**src/rtl/lsu_pkg.sv**
```systemverilog
// lsu_pkg: shared definitions for the MEM-stage load/store unit.
//   - RV32I load/store funct3 encodings
//   - FSM state type and access-size type
//   - helpers for access size decode and byte-enable generation
package lsu_pkg;

  localparam logic [2:0] F3_B  = 3'b000;
  localparam logic [2:0] F3_H  = 3'b001;
  localparam logic [2:0] F3_W  = 3'b010;
  localparam logic [2:0] F3_BU = 3'b100;
  localparam logic [2:0] F3_HU = 3'b101;

  typedef enum logic [1:0] {IDLE, WAIT_GNT, WAIT_RSP, HOLD} lsu_state_t;

  typedef enum logic [1:0] {SZ_B, SZ_H, SZ_W} lsu_size_t;

  // Store encodings 100/101 do not exist, so they fall back to word like any
  // other unused funct3 value.
  function automatic lsu_size_t access_size(input logic [2:0] f3, input logic is_store);
    case (f3)
      F3_B:    return SZ_B;
      F3_H:    return SZ_H;
      F3_BU:   return is_store ? SZ_W : SZ_B;
      F3_HU:   return is_store ? SZ_W : SZ_H;
      default: return SZ_W;
    endcase
  endfunction

  // lo is expected to be naturally aligned for the size already.
  function automatic logic [3:0] byte_enable(input lsu_size_t size, input logic [1:0] lo);
    case (size)
      SZ_B:    return 4'b0001 << lo;
      SZ_H:    return 4'b0011 << {lo[1], 1'b0};
      default: return 4'b1111;
    endcase
  endfunction

endpackage

```
**src/rtl/load_extend.sv**
```systemverilog
// load_extend: combinational load data extraction.
//   word   - raw 32-bit read word from the data bus
//   lo     - byte offset of the access within the word
//   funct3 - RV32I load encoding (unused values pass the word through)
//   data   - lane-selected, sign/zero-extended result
module load_extend
  import lsu_pkg::*;
(
  input  logic [31:0] word,
  input  logic [1:0]  lo,
  input  logic [2:0]  funct3,
  output logic [31:0] data
);

  logic [7:0]  byte_sel;
  logic [15:0] half_sel;

  // NOTE: every output of a combinational block gets a value on every path;
  // a missing default here would infer a latch.
  always_comb begin
    byte_sel = word[7:0];
    case (lo)
      2'd1:    byte_sel = word[15:8];
      2'd2:    byte_sel = word[23:16];
      2'd3:    byte_sel = word[31:24];
      default: byte_sel = word[7:0];
    endcase
  end

  assign half_sel = lo[1] ? word[31:16] : word[15:0];

  always_comb begin
    case (funct3)
      F3_B:    data = {{24{byte_sel[7]}}, byte_sel};
      F3_BU:   data = {24'b0, byte_sel};
      F3_H:    data = {{16{half_sel[15]}}, half_sel};
      F3_HU:   data = {16'b0, half_sel};
      default: data = word;
    endcase
  end

endmodule

```
**src/rtl/load_store_unit.sv**
```systemverilog
// load_store_unit: MEM-stage load/store unit of the RV32I pipeline.
// Converts MEM-stage load/store controls into a req/gnt/rvalid data bus
// transaction with lane steering and load extension, and stalls the pipeline
// (lsuStall) until the access completes.
//   Pipeline side: memReadM, memWriteM, funct3M, addrM, writeDataM, stallM in;
//                  readDataM, lsuStall, misalignM out.
//   Bus side:      dReq, dWe, dBe, dAddr, dWdata out; dGnt, dRvalid, dRdata in.
// Build option: LSU_MISALIGN_CHECK_EN - flag and suppress misaligned accesses
// instead of forcing them to natural alignment.
module load_store_unit
  import lsu_pkg::*;
#(
  parameter int ADDR_WIDTH = 32
) (
  input  logic                  clk,
  input  logic                  rst,
  input  logic                  memReadM,
  input  logic                  memWriteM,
  input  logic [2:0]            funct3M,
  input  logic [31:0]           addrM,
  input  logic [31:0]           writeDataM,
  input  logic                  stallM,
  output logic [31:0]           readDataM,
  output logic                  lsuStall,
  output logic                  misalignM,
  output logic                  dReq,
  output logic                  dWe,
  output logic [3:0]            dBe,
  output logic [ADDR_WIDTH-1:0] dAddr,
  output logic [31:0]           dWdata,
  input  logic                  dGnt,
  input  logic                  dRvalid,
  input  logic [31:0]           dRdata
);

  lsu_state_t state, state_nxt;

  logic                  access;
  logic                  issue;
  lsu_size_t             size;
  logic [1:0]            addr_lo;
  logic [ADDR_WIDTH-1:0] addr_cmb;
  logic [3:0]            be_cmb;
  logic [31:0]           wdata_cmb;

  // Request captured at issue so the bus stays stable while waiting for grant.
  logic [ADDR_WIDTH-1:0] addr_q;
  logic [3:0]            be_q;
  logic [31:0]           wdata_q;
  logic                  we_q;
  logic [1:0]            addrLat;
  logic [2:0]            f3Lat;
  logic [31:0]           holdData;
  logic [31:0]           ext_data;

  assign access = memReadM | memWriteM;
  assign size   = access_size(funct3M, memWriteM);

`ifdef LSU_MISALIGN_CHECK_EN
  assign misalignM = access & (((size == SZ_H) & addrM[0]) |
                               ((size == SZ_W) & (addrM[1:0] != 2'b00)));
  assign addr_lo   = addrM[1:0];
`else
  assign misalignM = 1'b0;
  // Misaligned offsets are rounded down to the natural boundary.
  always_comb begin
    case (size)
      SZ_B:    addr_lo = addrM[1:0];
      SZ_H:    addr_lo = {addrM[1], 1'b0};
      default: addr_lo = 2'b00;
    endcase
  end
`endif

  assign issue     = access & ~misalignM;
  assign addr_cmb  = {addrM[ADDR_WIDTH-1:2], 2'b00};
  assign be_cmb    = byte_enable(size, addr_lo);
  assign wdata_cmb = (size == SZ_B) ? {4{writeDataM[7:0]}}  :
                     (size == SZ_H) ? {2{writeDataM[15:0]}} : writeDataM;

  load_extend u_load_extend (
    .word   (dRdata),
    .lo     (addrLat),
    .funct3 (f3Lat),
    .data   (ext_data)
  );

  always_comb begin
    state_nxt = state;
    dReq      = 1'b0;
    dWe       = 1'b0;
    dBe       = 4'b0;
    dAddr     = '0;
    dWdata    = '0;
    lsuStall  = 1'b0;
    readDataM = '0;
    case (state)
      IDLE: begin
        if (issue) begin
          dReq   = 1'b1;
          dWe    = memWriteM;
          dBe    = be_cmb;
          dAddr  = addr_cmb;
          dWdata = wdata_cmb;
          if (!dGnt) begin
            lsuStall  = 1'b1;
            state_nxt = WAIT_GNT;
          end else if (memWriteM) begin
            // Store done; park in HOLD if MEM is frozen so it is not re-issued.
            state_nxt = stallM ? HOLD : IDLE;
          end else begin
            lsuStall  = 1'b1;
            state_nxt = WAIT_RSP;
          end
        end
      end
      WAIT_GNT: begin
        dReq   = 1'b1;
        dWe    = we_q;
        dBe    = be_q;
        dAddr  = addr_q;
        dWdata = wdata_q;
        if (!dGnt) begin
          lsuStall = 1'b1;
        end else if (we_q) begin
          state_nxt = stallM ? HOLD : IDLE;
        end else begin
          lsuStall  = 1'b1;
          state_nxt = WAIT_RSP;
        end
      end
      WAIT_RSP: begin
        if (dRvalid) begin
          readDataM = ext_data;
          state_nxt = stallM ? HOLD : IDLE;
        end else begin
          lsuStall = 1'b1;
        end
      end
      HOLD: begin
        readDataM = holdData;
        if (!stallM) state_nxt = IDLE;
      end
      default: state_nxt = IDLE;
    endcase
  end

  // NOTE: state registers use non-blocking assignments so every flop samples
  // the pre-edge values regardless of statement order.
  always_ff @(posedge clk or posedge rst) begin
    if (rst) begin
      state    <= IDLE;
      addr_q   <= '0;
      be_q     <= '0;
      wdata_q  <= '0;
      we_q     <= 1'b0;
      addrLat  <= '0;
      f3Lat    <= '0;
      holdData <= '0;
    end else begin
      state <= state_nxt;
      if (state == IDLE && issue) begin
        addr_q  <= addr_cmb;
        be_q    <= be_cmb;
        wdata_q <= wdata_cmb;
        we_q    <= memWriteM;
        addrLat <= addr_lo;
        f3Lat   <= funct3M;
      end
      // Only a load entering HOLD has data to keep; a store holds zero.
      if (state != HOLD && state_nxt == HOLD)
        holdData <= (state == WAIT_RSP) ? ext_data : '0;
    end
  end

endmodule

```
**config.mk**
```make
export PLATFORM = sky130hd
export DESIGN_NAME = load_store_unit
export DESIGN_NICKNAME = d
export VERILOG_FILES = /design/src/rtl/lsu_pkg.sv /design/src/rtl/load_extend.sv /design/src/rtl/load_store_unit.sv
export SDC_FILE = /design/constraint.sdc
export NUM_CORES = 1
export LEC_CHECK = 0
export BUFFER_PORTS_ARGS = -buffer_cell sky130_fd_sc_hd__buf_2
export CAP_MARGIN = 30
export CORE_ASPECT_RATIO = 0.9
export CORE_MARGIN = 2
export CORE_UTILIZATION = 55
export DETAILED_ROUTE_END_ITERATION = 10
export PLACE_DENSITY = 0.84
export SYNTH_ARGS = -nofsm -noshare
export SYNTH_HDL_FRONTEND = slang
export SYNTH_SLANG_ARGS = --single-unit
```
**constraint.sdc**
```tcl
create_clock -name clk -period 6.12 [get_ports clk]
set_input_delay 0.612 -clock clk [delete_from_list [all_inputs] [get_ports clk]]
set_output_delay 0.612 -clock clk [all_outputs]
set_load 0.03 [all_outputs]
```
==> key figures <==
Status
  • Status: complete, no violations

STA
  • Fin Setup TNS: 0 ns
  • Fin. max-slew vios: 0
  • Crit path time final: 3.83 ns
  • Fmax: 261 MHz
  • Fin worst setup slack: 2.29 ns
  • Final Hold Fails: 0
  • Headroom to the max-slew limit: 33.8%
  • Clock Skew: 0.00699 ns
  • Final setup violation count: 0
  • RSZ-0062 raised after global routing: no
  • Final Cycle Share: 62.6%
  • Worst slew pin tran: 0.987 ns
  • Worst hold slack: 0.299 ns

Route
  • Detailed Route Iter0 Violations: 391
  • Top sig layer: met4
  • Number of remaining DRC errors: 0
  • DRT Pass-1 Iters: 5
  • Wirelength per Cell: 16.4 um
  • Met2 WL: 8150 um
  • Wirelength, routed: 17200 um
  • Vias: 5950
  • Via density: 5.65
  • ANT nets after route: 0
  • Met3 wire length: 1540 um
  • M1 wire length: 7200 um

Run
  • Max-cap check violation count: 0

Clock network
  • Total clock sinks: 106
  • H-tree level count: 3
  • TritonCTS Buffers: 9
  • Clk slew on worst S/H paths: 0.07 ns
  • Clock latency on the worst-skew pair: 0.35 ns
  • CTS tree: done
  • CTS Hold Bufs: 0
  • Post_cts resized: 0
  • Clock root buffer: clkbuf_16
  • Longest Clk Path Bufs: 2
  • Postcts setup bufs: 0

Finish
  • Fill count: 890
  • Most frequent cells in the layout: 208 x nand2_1, 206 x buf_2, 106 x dfrtp_1
  • Area delta synth->final: 21.9%
  • Ant diodes: 0
  • Share of cells above drive strength 1: 27.1%
  • Final instance area: 7590 sq um
  • Final Util: 69.3%
  • Nets@finish: 1003
  • Commonest non-fill, non-tap cell in the layout: nand2_1

Placed design
  • Final GP Congestion: 0.888
  • IO Port Bufs: 206
  • DP Area: 7250 sq um
  • Place WS: 2.74 ns
  • Post-DP HPWL: 12300 um

Setup path
  • Crit path cell chain: clkinv_1, o211ai_1, nand2_1, a221oi_1, a22o_1, buf_2
  • Startpoint Class: flip-flop
  • Crit-path max FO: 28
  • Critical path class: reg2out
  • Worst path slowest cell: dfrtp_1
  • Critical Path AT: 3.22 ns
  • Worst Path Required: 5.51 ns
  • Max incr delay on CP: 0.93 ns
  • Critical Path Sink Type: output port

Pwr
  • Worst vdd ir: 0.386 mV
  • Cell Pwr Density: 571 nW/um^2
  • Leak: 4.16 nW

Global route
  • Largest net degree at the start of global routing: 82
  • Number of global-route vias before repair: 5558
  • Initial antenna violation count: 0
  • Tot GR Track Use: 28.4%
  • First-pass GRT wire length: 27400 um
  • Total grt overflow: 0

Floorplanning
  • Standard-cell row count: 36
  • Die height: 105 um
  • Initial core utilization: 56.9%
  • Die W: 116 um
  • Core ar.: 10900 sq um
  • Die area: 12200 sq um
  • I/O Pins: 210

Logic synthesis
  • Post-synth ARST share: 100%
  • Post-synth cell types: 46
  • YS warnings: 0
  • Synthesized area: 6220 sq um
  • Post-synth EDFFs: 0
  • Synthesized area per cell: 8.48 sq um
  • #FFs+latches synth: 106
  • Sequential area share after synthesis: 42.6%
  • Most used flip-flop cell after synthesis: dfrtp_1
  • Syn Inst Count: 734

Hold path
  • Hold crit path type: in2async
==> metal layers <==
layer,GRT usage (%),vias up
li1,-,2858
met1,38.2,2798
met2,44.7,268
met3,7.95,26
met4,8.67,0
met5,0,-
==> cells by family (layout without fill, tap and decap cells) <==
group	count (synthesis)	after routing	synth area share, %
compound gates	212	212	25.3
flops	106	106	42.6
simple gates	300	300	19.7
buf+inv	77	243	5.81
mux	38	38	6.45
other cells	1	3	0.0602
==> worst paths after layout <==
path | startpoint | slack (ns) | to | cells after the start
max in group asynchronous | rst | 4.59 | holdData[4]$_DFFE_PP0P_ | 3
worst max-delay path | f3Lat[1]$_DFFE_PP0P_ | 2.29 | readDataM[13] | 6
worst min-delay path | rst | 0.30 | addr_q[2]$_DFFE_PP0P_ | 2
min in group clk | addrM[22] | 0.47 | addr_q[22]$_DFFE_PP0P_ | 3
worst min register to register | be_q[0]$_DFFE_PP0P_ | 0.48 | be_q[0]$_DFFE_PP0P_ | 2
worst max register to register | f3Lat[1]$_DFFE_PP0P_ | 3.34 | holdData[10]$_DFFE_PP0P_ | 4
==> worst max-delay path: cells and delay by family (launching register included) <==
kind / cells / cell delay [ns]
AND/OR/NAND/NOR: 1 / 0.08
flip-flops: 1 / 0.93
buffers and inverters: 2 / 0.92
AO/OA/AOI/OAI: 3 / 0.94
==> state kept, by name (all words and copies together) (netlist names) <==
signal,cells
addrLat,2
addr_q,30
be_q,4
f3Lat,3
holdData,32
state,2
wdata_q,32
we_q,1
==> power by group <==
group / switching [mW] / leakage (nW) / internal, mW
combinational: 1.58 / 2.68 / 0.817
clock: 0.256 / 0.165 / 0.392
sequential: 0.263 / 1.32 / 1.02
==> area by class of cell <==
type | count | area [sq um] | area share (%)
multi-input combinational | 553 | 3240 | 42.7
inverter | 13 | 51.3 | 0.676
sequential | 106 | 2650 | 35.0
tap | 152 | 190 | 2.51
clock buffer | 12 | 267 | 3.51
clock inverter | 4 | 72.6 | 0.957
timing repair buffer | 214 | 1110 | 14.6
==> synthesized netlist by cell type, drive strengths merged (12+ instances only) <==
master | number | area, sq um
nand2b | 21 | 139
a21oi | 14 | 70.1
o21ai | 32 | 160
a31oi | 17 | 106
mux2i | 30 | 300
nand2 | 208 | 781
a21o | 47 | 353
a22o | 53 | 464
buf | 23 | 159
dfrtp | 106 | 2650
clkbuf | 41 | 154
inv | 12 | 45.0
nor2 | 54 | 203
==> metrics by stage <==
step	instances	total power, mW
6_report	1054	4.33
5_1_grt	1054	4.63
4_1_cts	1054	4.34
3_5_place_dp	1038	3.68
3_3_place_gp	1036	3.61
2_1_floorplan	736	3.10
Note: power is estimated with default switching activity, not from simulation.
